`config.mk`:
```
export PLATFORM = sky130hd
export DESIGN_NAME = md_issue_ctrl
export DESIGN_NICKNAME = d
export VERILOG_FILES = /design/src/rtl/md_issue_ctrl.sv
export SDC_FILE = /design/constraint.sdc
export NUM_CORES = 1
export LEC_CHECK = 0
export CAP_MARGIN = 10
export CORE_AREA = 2 2 92 94
export CTS_BUF_LIST = sky130_fd_sc_hd__clkbuf_16
export DETAILED_ROUTE_END_ITERATION = 12
export DIE_AREA = 0 0 94 96
export PLACE_DENSITY = 0.76
export SLEW_MARGIN = 20
export SYNTH_ARGS = -nofsm -noshare
export SYNTH_HDL_FRONTEND = slang
export SYNTH_SLANG_ARGS = --single-unit
```
`constraint.sdc`:
```
create_clock -name clk -period 3.65 [get_ports clk]
set_input_delay 0.365 -clock clk [delete_from_list [all_inputs] [get_ports clk]]
set_output_delay 0.365 -clock clk [all_outputs]
set_load 0.1 [all_outputs]
```
`src/rtl/md_issue_ctrl.sv`:
```
// E-stage issue controller for the HI/LO multiply/divide unit: command encoding,
// in-flight stall, MFHI/MFLO return and a latency tracker cross-checked against md_busy.
module md_issue_ctrl #(
  parameter int MUL_CYCLES = 5,
  parameter int DIV_CYCLES = 10
) (
  input  logic        clk,
  input  logic        reset,
  input  logic        e_valid,
  input  logic [3:0]  e_op,
  input  logic [31:0] e_rs,
  input  logic [31:0] e_rt,
  input  logic        flush,
  input  logic        md_busy,
  input  logic [31:0] md_hi,
  input  logic [31:0] md_lo,
  output logic [2:0]  md_op,
  output logic [1:0]  md_mthilo,
  output logic [31:0] md_srca,
  output logic [31:0] md_srcb,
  output logic        stall,
  output logic [31:0] mf_data,
  output logic        sync_err
);

  localparam logic [3:0] OP_MULTU = 4'd1;
  localparam logic [3:0] OP_MULT  = 4'd2;
  localparam logic [3:0] OP_DIVU  = 4'd3;
  localparam logic [3:0] OP_DIV   = 4'd4;
  localparam logic [3:0] OP_MFHI  = 4'd5;
  localparam logic [3:0] OP_MFLO  = 4'd6;
  localparam logic [3:0] OP_MTHI  = 4'd7;
  localparam logic [3:0] OP_MTLO  = 4'd8;

  localparam logic [2:0] CMD_IDLE = 3'b111;
  localparam logic [1:0] MT_LO    = 2'b00;
  localparam logic [1:0] MT_HI    = 2'b01;
  localparam logic [1:0] MT_IDLE  = 2'b11;

  typedef enum logic [1:0] {IDLE, MUL_WAIT, DIV_WAIT} state_t;

  typedef struct packed {
    logic [2:0]  op;
    logic [1:0]  mthilo;
    logic [31:0] srca;
    logic [31:0] srcb;
  } md_cmd_t;

  state_t     state;
  logic [3:0] cnt;
  logic       md_class, issue, is_mul, is_div, waiting;
  md_cmd_t    cmd;

  assign waiting  = (state != IDLE);
  assign md_class = e_valid && !flush && (e_op >= OP_MULTU) && (e_op <= OP_MTLO);
  assign stall    = md_class && (waiting || md_busy);
  assign issue    = md_class && !stall;
  assign is_mul   = (e_op == OP_MULTU) || (e_op == OP_MULT);
  assign is_div   = (e_op == OP_DIVU) || (e_op == OP_DIV);

  // Operands follow any MD-class instruction so the unit sees them on the issue edge.
  always_comb begin
    cmd        = '{op: CMD_IDLE, mthilo: MT_IDLE, srca: '0, srcb: '0};
    mf_data    = '0;
    if (md_class) begin
      cmd.srca = e_rs;
      cmd.srcb = e_rt;
    end
    if (issue) begin
      unique case (e_op)
        OP_MULTU: cmd.op     = 3'b000;
        OP_MULT:  cmd.op     = 3'b001;
        OP_DIVU:  cmd.op     = 3'b010;
        OP_DIV:   cmd.op     = 3'b011;
        OP_MTHI:  cmd.mthilo = MT_HI;
        OP_MTLO:  cmd.mthilo = MT_LO;
        OP_MFHI:  mf_data    = md_hi;
        OP_MFLO:  mf_data    = md_lo;
        default:  ;
      endcase
    end
  end

  assign md_op     = cmd.op;
  assign md_mthilo = cmd.mthilo;
  assign md_srca   = cmd.srca;
  assign md_srcb   = cmd.srcb;

  // Tracker mirrors the unit's busy window; any disagreement latches sync_err.
  always_ff @(posedge clk) begin
    if (reset) begin
      state    <= IDLE;
      cnt      <= '0;
      sync_err <= 1'b0;
    end else begin
      sync_err <= sync_err | (waiting != md_busy);
      case (state)
        IDLE: begin
          if (issue && is_mul) begin
            state <= MUL_WAIT;
            cnt   <= 4'(MUL_CYCLES);
          end else if (issue && is_div) begin
            state <= DIV_WAIT;
            cnt   <= 4'(DIV_CYCLES);
          end
        end
        MUL_WAIT, DIV_WAIT: begin
          if (cnt == 4'd1) begin
            state <= IDLE;
            cnt   <= '0;
          end else begin
            cnt   <= cnt - 4'd1;
          end
        end
        default: begin
          state <= IDLE;
          cnt   <= '0;
        end
      endcase
    end
  end

endmodule

```
==> impl_metrics.json <==
{
  "run_status": "complete, no violations",
  "worst_skew_pair.late_latency_ns": 0.23,
  "post-synth-top-area-fraction": 0.2714,
  "placeableCoreArea_sq_mm": 0.008051,
  "leakage_nw": 1.960,
  "synth_compound_area_frac": 0.2409,
  "syn2layout_area_growth_pct": 212.9,
  "cts_post_setup_buffers_inserted": 0,
  "cp_data_required_time_ns": 3.28,
  "global_route.peak_usage_layer": "met2",
  "r2r_setup_slack_ns": 1.60,
  "average_cell_area_after_synthesis_sq_um": 6.586,
  "cell_count_of_the_worst_hold_path": 2,
  "die_area_sq_mm": 0.009024,
  "finalSetupViolations": 0,
  "cts_max_path_buffers": 2,
  "final-instance-count-excl-fill": 548,
  "clk_transition_reported_paths_ns": 0.04,
  "grt_max_degree": 66,
  "worstPathBufferInverterCount": 2,
  "hold_path_class": "reg -> reg",
  "synth.ff_latch_count": 7,
  "cts_inserted_buffers": 3,
  "netlist_top_cells_area": "and3_1 27%, a22oi_1 16%, nor2_1 9.7%",
  "postCtsHoldBufs": 0,
  "synthAdderAreaFrac": 0.04241,
  "startpoint": "e_op[2]",
  "max-slew-margin-rel": 0.3586,
  "grt_first_pass_wirelength_mm": 12.81,
  "fin_ws_ns": 0.8006,
  "fraction_of_final_layout_cells_with_drive_strength_greater_than_1": 0.2641,
  "htreeDepth": 1,
  "finish.instance_area_sq_mm": 0.004616,
  "asyncSetResetFlopFracSynth": 0,
  "worst_slew_pin_slew_ns": 0.9591,
  "finalCritPeriodShare": 0.7807,
  "seq_area_frac_synth": 0.09500,
  "placement.cell_area_sq_mm": 0.004537,
  "hold_endpoint": "cnt[1]",
  "postSynthCellCount": 224,
  "cts_sinks": 7,
  "dp_slack_ns": 0.8061,
  "cts_resized": 0,
  "setup-tns-final_ns": 0,
  "routed_wl_mm": 9.252,
  "hpwl_mm": 7.885,
  "total_power_after_layout_uw": 860.6,
  "wl_per_cell_um": 16.88,
  "nFillCells": 664,
  "routed-via-count": 2582,
  "via_count_of_the_first_global_routing_pass": 2495,
  "synth_xor_xnor_area_share": 0.01781,
  "reg2reg_to": "state[1]",
  "drtIter0Drc": 48,
  "synth_top_family_by_area": "simple AND/OR/NAND/NOR gates",
  "final_hold_viol_count": 0,
  "antenna_violations_before_repair": 0,
  "dominantRegCellSynth": "dfxtp_1",
  "rows": 33,
  "ctsRootBufferMaster": "clkbuf_16",
  "grt_usage": 0.1822,
  "cell_count_post_placement": 544,
  "gpl.final_weighted_congestion": 0.7705,
  "global_route_track_usage_on_met2": 0.3619,
  "worstHoldStart": "cnt[1]",
  "final_nets": 586,
  "area.sequential_sq_um": 140.1,
  "use_met1": 0.1861,
  "die_height_um": 96,
  "floorplan.initialDensity": 0.1832,
  "clock-skew-final_ns": 0.002566,
  "post_synth_instance_area_sq_mm": 0.001475,
  "critical_path.slowest_cell": "clkdlybuf4s50_1",
  "ir_drop_uv": 153.0,
  "synthSimpleGateAreaFrac": 0.4936,
  "synth.lib_cells_used.distinct": 37,
  "gr-usage-met3": 0.05168,
  "port_buffers": 239,
  "rsz0062_at_grt": "no",
  "fmax_mhz": 351.0,
  "drt-pass1-iter-count": 4,
  "min_period_ns": 2.849,
  "synth_area_leader_cell": "and3_1",
  "n_antenna_cell": 0,
  "critical-path-top-delay-family": "simple AND/OR/NAND/NOR gates",
  "cp.arrival_ns": 2.48,
  "ioPinCount": 240,
  "setup.worst_path.class": "in -> out",
  "overflow": 0,
  "critical_path.endpoint_type": "primary output",
  "finalMaxSlewViolations": 0,
  "startpoint_type": "input port",
  "crit_fanout": 32,
  "power_density_mw_per_mm2": 186.5,
  "ant_nets": 0,
  "yosys_warnings": 0,
  "yosys-mux-area-fraction": 0.007634,
  "max-cap-violations": 0,
  "synth.net_count": 366,
  "timing.reg2reg.worst_path_depth": 7,
  "drcViolationCount": 0,
  "vias_per_cell": 4.712,
  "synth-edff-count": 0,
  "total_area_of_multi_input_combinational_cells_sq_mm": 0.001199,
  "die_width_um": 94,
  "timing.critical_path.slowest_cell_delay_ns": 0.60,
  "cts_tree": "built",
  "reg2reg_from": "state[0]",
  "cp_cell_sequence": "clkdlybuf4s50_1 -> nor2b_1 -> and3b_2 -> a22oi_1 -> nor2_1 -> buf_12"
}
how the worst max path moves through the flow:
stage             endpoint  slack [ns]  cells past startpoint
6_report        mf_data[2]        0.80                      6
5_1_grt         mf_data[2]        0.64                      6
4_1_cts              stall        0.81                      7
3_5_place_dp         stall        0.81                      7
3_3_place_gp         stall        0.86                      7
2_1_floorplan  mf_data[10]        0.75                      7
flip-flops by register name, summed over array words and instances (netlist names):
register / cells
cnt: 4
state: 2
sync_err: 1
cells in the mapped netlist, types with 3 or more instances:
| cell type | number |
|---|---|
| a22oi_1 | 32 |
| dfxtp_1 | 7 |
| ha_1 | 5 |
| inv_1 | 5 |
| and3_1 | 64 |
| nand3_1 | 3 |
| buf_1 | 3 |
| nor2_1 | 38 |
| nand2_1 | 7 |
| buf_2 | 6 |
| clkbuf_1 | 16 |
| a211o_1 | 3 |
| a21oi_1 | 4 |
per-layer routing:
| metal | wire length (um) | vias to the layer above | part of all wire |
|---|---|---|---|
| met5 | 0 | - | 0 |
| met4 | 155 | 0 | 0.017 |
| met1 | 3163 | 1155 | 0.34 |
| li1 | - | 1255 | - |
| met2 | 4964 | 161 | 0.54 |
| met3 | 969 | 11 | 0.10 |
report_power, final:
part	total, mW	switching, mW	internal, mW	leakage, nW
registers	0.0948	0.00775	0.0871	0.0570
clock network	0.186	0.0429	0.143	0.0423
logic	0.580	0.326	0.254	1.86
total	0.861	0.377	0.484	1.96
through the flow:
stage | util | hold WS [ns]
finish | 0.5733 | 0.4829
global route | 0.5733 | 0.5091
CTS | 0.5733 | 0.4870
detailed placement | 0.5635 | 0.4819
global placement | 0.5635 | 0.4493
floorplan | - | 0.4413
tightest hold or removal path, cell delays in order (launching register included):
cell and delay (ns):
dfxtp_1 0.32, nand2_1 0.06, a21oi_1 0.05
cells in the final DEF (no fill, tap or decap), types with 5 or more instances in the layout:
cell             count
clkdlybuf4s50_1    137
buf_12              71
and3_1              64
nor2_1              38
buf_4               34
a22oi_1             32
nand2_1              7
dfxtp_1              7
inv_1                6
ha_1                 5
final cells by class:
cell class	count	share of cell area
clock buffer	3	0.01626
multi-input combinational	185	0.2597
timing repair buffer	242	0.6603
clock inverter	1	0.0008132
inverter	5	0.004066
sequential	7	0.03036
tap	105	0.02846
kinds of logic (layout without fill, tap and decap cells):
kind of cell / count (synthesis) / count (layout)
AND/OR/NAND/NOR: 128 / 128
multiplexers: 1 / 1
AO/OA/AOI/OAI: 48 / 48
buffers and inverters: 32 / 251
flip-flops: 7 / 7
XOR/XNOR: 3 / 3
adder cells (fa/ha/maj): 5 / 5
No activity file was read; power rests on OpenSTA's default activity.
